### config.mk
export PLATFORM = sky130hd
export DESIGN_NAME = aq_djpeg_dqt_parser
export DESIGN_NICKNAME = d
export VERILOG_FILES = /design/src/rtl/aq_djpeg_dqt_parser.sv
export SDC_FILE = /design/constraint.sdc
export NUM_CORES = 1
export LEC_CHECK = 0
export CELL_PAD_IN_SITES_DETAIL_PLACEMENT = 0
export CELL_PAD_IN_SITES_GLOBAL_PLACEMENT = 1
export CORE_MARGIN = 2
export CORE_UTILIZATION = 40
export CTS_CLUSTER_SIZE = 16
export DETAILED_ROUTE_END_ITERATION = 8
export HOLD_SLACK_MARGIN = 0.02
export PLACE_DENSITY_LB_ADDON = 0.1
export RECOVER_POWER = 50
export SLEW_MARGIN = 0
export SYNTH_ARGS = -nofsm -noshare
export SYNTH_HDL_FRONTEND = slang
export SYNTH_SLANG_ARGS = --single-unit
### constraint.sdc
create_clock -name clk -period 3 [get_ports clk]
set_clock_uncertainty 0.15 [all_clocks]
set_input_delay 0.45 -clock clk [delete_from_list [all_inputs] [get_ports clk]]
set_output_delay 0.45 -clock clk [all_outputs]
set_load 0.005 [all_outputs]
### src/rtl/aq_djpeg_dqt_parser.sv
// DQT segment sequencer: parses length and Pq/Tq, streams 64-byte 8-bit quantisation tables into
// the Y/C table RAM, skips unsupported tables and flags malformed segments.
module aq_djpeg_dqt_parser (
  input  logic       clk,
  input  logic       rst,
  input  logic       Start,
  input  logic       InValid,
  input  logic [7:0] InData,
  output logic       InReady,
  output logic       DqtEnable,
  output logic       DqtColor,
  output logic [5:0] DqtCount,
  output logic [7:0] DqtData,
  output logic       Busy,
  output logic       Done,
  output logic       Error
);

  typedef enum logic [2:0] {
    StIdle,
    StLenH,
    StLenL,
    StPqtq,
    StTable,
    StSkip,
    StFin
  } state_e;

  state_e      state_q, state_d;
  logic [7:0]  len_h_q, len_h_d;
  logic [15:0] remain_q, remain_d;
  logic [5:0]  idx_q, idx_d;
  logic        err_q, err_d;
  logic        color_q, color_d;
  logic        wr_en_q, wr_en_d;
  logic [5:0]  wr_cnt_q, wr_cnt_d;
  logic [7:0]  wr_data_q, wr_data_d;

  logic        xfer;
  logic [15:0] len_full;
  logic [15:0] remain_dec;

  always_comb begin
    state_d    = state_q;
    len_h_d    = len_h_q;
    remain_d   = remain_q;
    idx_d      = idx_q;
    err_d      = err_q;
    color_d    = color_q;
    wr_en_d    = 1'b0;
    wr_cnt_d   = wr_cnt_q;
    wr_data_d  = wr_data_q;
    len_full   = {len_h_q, InData};
    // Saturating so the byte budget can never underflow.
    remain_dec = (remain_q != 16'd0) ? remain_q - 16'd1 : 16'd0;

    InReady = (state_q == StLenH) || (state_q == StLenL) || (state_q == StPqtq) ||
              (state_q == StTable) || (state_q == StSkip);
    xfer    = InValid & InReady;

    case (state_q)
      StIdle: begin
        if (Start) begin
          err_d   = 1'b0;
          state_d = StLenH;
        end
      end
      StLenH: begin
        if (xfer) begin
          len_h_d = InData;
          state_d = StLenL;
        end
      end
      StLenL: begin
        if (xfer) begin
          if (len_full < 16'd2) begin
            err_d    = 1'b1;
            remain_d = 16'd0;
            state_d  = StFin;
          end else if (len_full == 16'd2) begin
            remain_d = 16'd0;
            state_d  = StFin;
          end else begin
            remain_d = len_full - 16'd2;
            state_d  = StPqtq;
          end
        end
      end
      StPqtq: begin
        if (xfer) begin
          remain_d = remain_dec;
          idx_d    = 6'd0;
          if ((InData[7:4] == 4'd0) && (InData[3:0] <= 4'd1)) begin
            color_d = InData[0];
            // A table header with no payload left is a truncated table.
            if (remain_dec == 16'd0) begin
              err_d   = 1'b1;
              state_d = StFin;
            end else begin
              state_d = StTable;
            end
          end else begin
            err_d   = 1'b1;
            state_d = (remain_dec == 16'd0) ? StFin : StSkip;
          end
        end
      end
      StTable: begin
        if (xfer) begin
          remain_d  = remain_dec;
          wr_en_d   = 1'b1;
          wr_cnt_d  = idx_q;
          wr_data_d = InData;
          idx_d     = idx_q + 6'd1;
          if (idx_q == 6'd63) begin
            state_d = (remain_dec != 16'd0) ? StPqtq : StFin;
          end else if (remain_dec == 16'd0) begin
            err_d   = 1'b1;
            state_d = StFin;
          end
        end
      end
      StSkip: begin
        if (xfer) begin
          remain_d = remain_dec;
          if (remain_dec == 16'd0) begin
            state_d = StFin;
          end
        end
      end
      StFin: begin
        state_d = StIdle;
      end
      default: begin
        state_d = StIdle;
      end
    endcase
  end

  always_ff @(posedge clk or negedge rst) begin
    if (!rst) begin
      state_q   <= StIdle;
      len_h_q   <= 8'd0;
      remain_q  <= 16'd0;
      idx_q     <= 6'd0;
      err_q     <= 1'b0;
      color_q   <= 1'b0;
      wr_en_q   <= 1'b0;
      wr_cnt_q  <= 6'd0;
      wr_data_q <= 8'd0;
    end else begin
      state_q   <= state_d;
      len_h_q   <= len_h_d;
      remain_q  <= remain_d;
      idx_q     <= idx_d;
      err_q     <= err_d;
      color_q   <= color_d;
      wr_en_q   <= wr_en_d;
      wr_cnt_q  <= wr_cnt_d;
      wr_data_q <= wr_data_d;
    end
  end

  assign DqtEnable = wr_en_q;
  assign DqtColor  = color_q;
  assign DqtCount  = wr_cnt_q;
  assign DqtData   = wr_data_q;
  assign Busy      = (state_q != StIdle);
  assign Done      = (state_q == StFin);
  assign Error     = err_q;

endmodule

==> impl_metrics.toml <==
[job]
drv_cap = 1

[hold_path]
hold_class = "reg -> reg"

[synthesis]
syn_nets = 338
ys_types = 60
synth_compound_area_frac = 0.171
synth.avg_cell_area_um2 = 9.47
ys_warn_count = 0
ys_seq_area_frac = 0.409
synthArstFlopShare = 1.00
synth_top_family_by_area = "simple AND/OR/NAND/NOR gates"
yosysTopAreaCell = "dfrtp_1"
synth-simple-area-share = 0.235
synthAdderAreaFrac = 0.0123
syn_area_um2 = 3060
synth-seq-cells = 50
synth_area_leaders = "dfrtp_1 41%, mux2_1 5.5%, a21oi_1 4.4%, nand2_1 3.4%, o21ai_1 3.4%"
muxShareOfSynthArea = 0.0945
synth_top_area_frac = 0.409
synth_edf_count = 0
ys.flop_type = "dfrtp_1"
syn-instance-count = 323
synth-xor-area-share = 0.0487

[status]
status = "finished with violations"
violations = "capacitance limit, slew limit"

[global_routing]
grt_pass1_vias = 2433
grt_pass1_wl_mm = 12.6
overflow = 0
grt_max_degree = 30
grt.total_usage = 0.187
antenna_found_initial = 0

[worst_setup_path]
cp-start-kind = "flip-flop"
r2r_setup_slack_ns = 0.50
worstPathArrival_ns = 2.54
end_kind = "flip-flop"
critPathMaxFanout = 11
critPathKind = "reg -> reg"
cp.required_ns = 3.04

[floorplan]
die_y_um = 91.4
start_util = 0.417
core_um2 = 7330
die_area_um2 = 8360
die_x_um = 91.4
row_count = 31
io_pins = 32

[clock_network]
cts_buffers = 5
cts_htree_levels = 2
cts_max_path_buffers = 2
cts_tree = "yes"
cts_root_buf = "clkbuf_8"
path_clk_slew_ns = 0.10
postCtsSetupBuffers = 0
insertion_delay_ns = 0.31
ctsResizeCount = 0
clock-sinks = 50

[finish]
final_common_cell = "dfrtp_1"
syn2layout_area_growth_pct = 17.6
drive_gt1_frac = 0.119
num_antenna_cells = 0
stdcell_count = 459
final_cell_mix = "50 x dfrtp_1, 28 x nand2_1, 27 x nor2_1, 27 x a21oi_1, 21 x o21ai_1"
nets = 374
fin_area_um2 = 3590

[placement]
dp.final_hpwl_mm = 5.45
dp.cells = 450
gp_congestion = 0.836
io_buffers = 31
place_area_um2 = 3500

[detailed_routing]
num_vias = 2545
drc_errors = 0
dr.pass1.iters = 4
post_drt_wl_per_cell_um = 16.3
finalWirelength_mm = 7.46
ant_nets = 0
vias_per_cell = 5.54
drt_iter0_markers = 129

[timing]
setup-tns-final_ns = 0
fin_crit_sh = 0.833
final-setup-viol-count = 0
max_freq_mhz = 400
fin_crit_ns = 2.50
drv_slew = 30
tightest_slew_ns = 1.58
rsz0062_at_grt = "false"
relSlewSlack = -0.0531
hold_viol = 0

[power_and_ir_drop]
total_power_mw = 3.31
peakVddDrop_v = 0.000550
power.leakage_nw = 1.46
powerDensity_nw_per_um2 = 922
[registers in the layout, indices dropped and copies added (netlist names)]
register / cells
len_h_q: 8
Error: 1
DqtCount: 6
DqtData: 8
remain_q: 16
idx_q: 6
DqtEnable: 1
state_q: 3
DqtColor: 1
[cell usage after synthesis (5+ instances only)]
library cell,count
xor2_1,12
inv_1,10
dfrtp_1,50
o21ai_1,21
buf_2,6
mux2_1,15
a21oi_1,27
o21ai_0,11
nor2_1,27
nand2_1,28
nand3_1,6
clkbuf_1,6
mux2_2,8
xnor2_1,5
nor3_1,8
[per-stage QoR]
step,util,setup slack (ns),hold WS (ns)
after floorplan,-,0.846,0.00441
after global placement,0.478,0.351,0.315
after detailed placement,0.478,0.401,0.315
after CTS,0.492,0.524,0.348
after global routing,0.490,0.358,0.362
final,0.490,0.502,0.338
[kinds of logic after synthesis]
family          after synthesis
simple gates                118
mux                          26
compound gates               87
fa+ha+maj                     3
xor+xnor                     17
flops                        50
buf+inv                      22
[per-layer routing]
layer  share of wire  GRT usage  vias up
met3           0.036     0.0315        4
met4          0.0074     0.0429        0
met1            0.52      0.292     1232
met2            0.44      0.269       54
li1                -          -     1255
met5               0          0        -
[worst paths after layout]
kind                             startpoint          end  cells past startpoint
min in group asynchronous               rst  remain_q[8]                      3
worst max register to register  remain_q[1]  remain_q[5]                      9
worst min register to register  DqtCount[3]  DqtCount[3]                      1
max in group asynchronous               rst  remain_q[1]                      3
worst min-delay path            DqtCount[3]  DqtCount[3]                      1
worst max-delay path            remain_q[1]  remain_q[5]                      9
[power by group]
part	internal [mW]	switching [mW]
Sequential	0.972	0.377
Clock	0.169	0.252
Combinational	0.775	0.770
Total	1.92	1.40
[what timing repair did]
item / in CTS / in global routing
hold endpoints to repair: 48 / 0
hold buffers: 1 / 0
endpoints found under the setup margin: 0 / 0
[worst max-delay path: stages, from the launching register on]
cell and delay [ns]:
dfrtp_1 0.45, inv_1 0.10, ha_1 0.27, nor3b_4 0.44, nand2_1 0.15, o21ai_1 0.25, buf_4 0.23, nor2_1 0.10
a21oi_1 0.17, o21ai_1 0.07
[layout make-up]
class | count | area, um2
tap | 99 | 124
fill | 705 | 3740
multi-input combinational | 251 | 1720
clock inverter | 3 | 22.5
timing repair buffer | 41 | 374
inverter | 10 | 37.5
clock buffer | 5 | 68.8
sequential | 50 | 1250
Note: power is estimated with default switching activity, not from simulation.
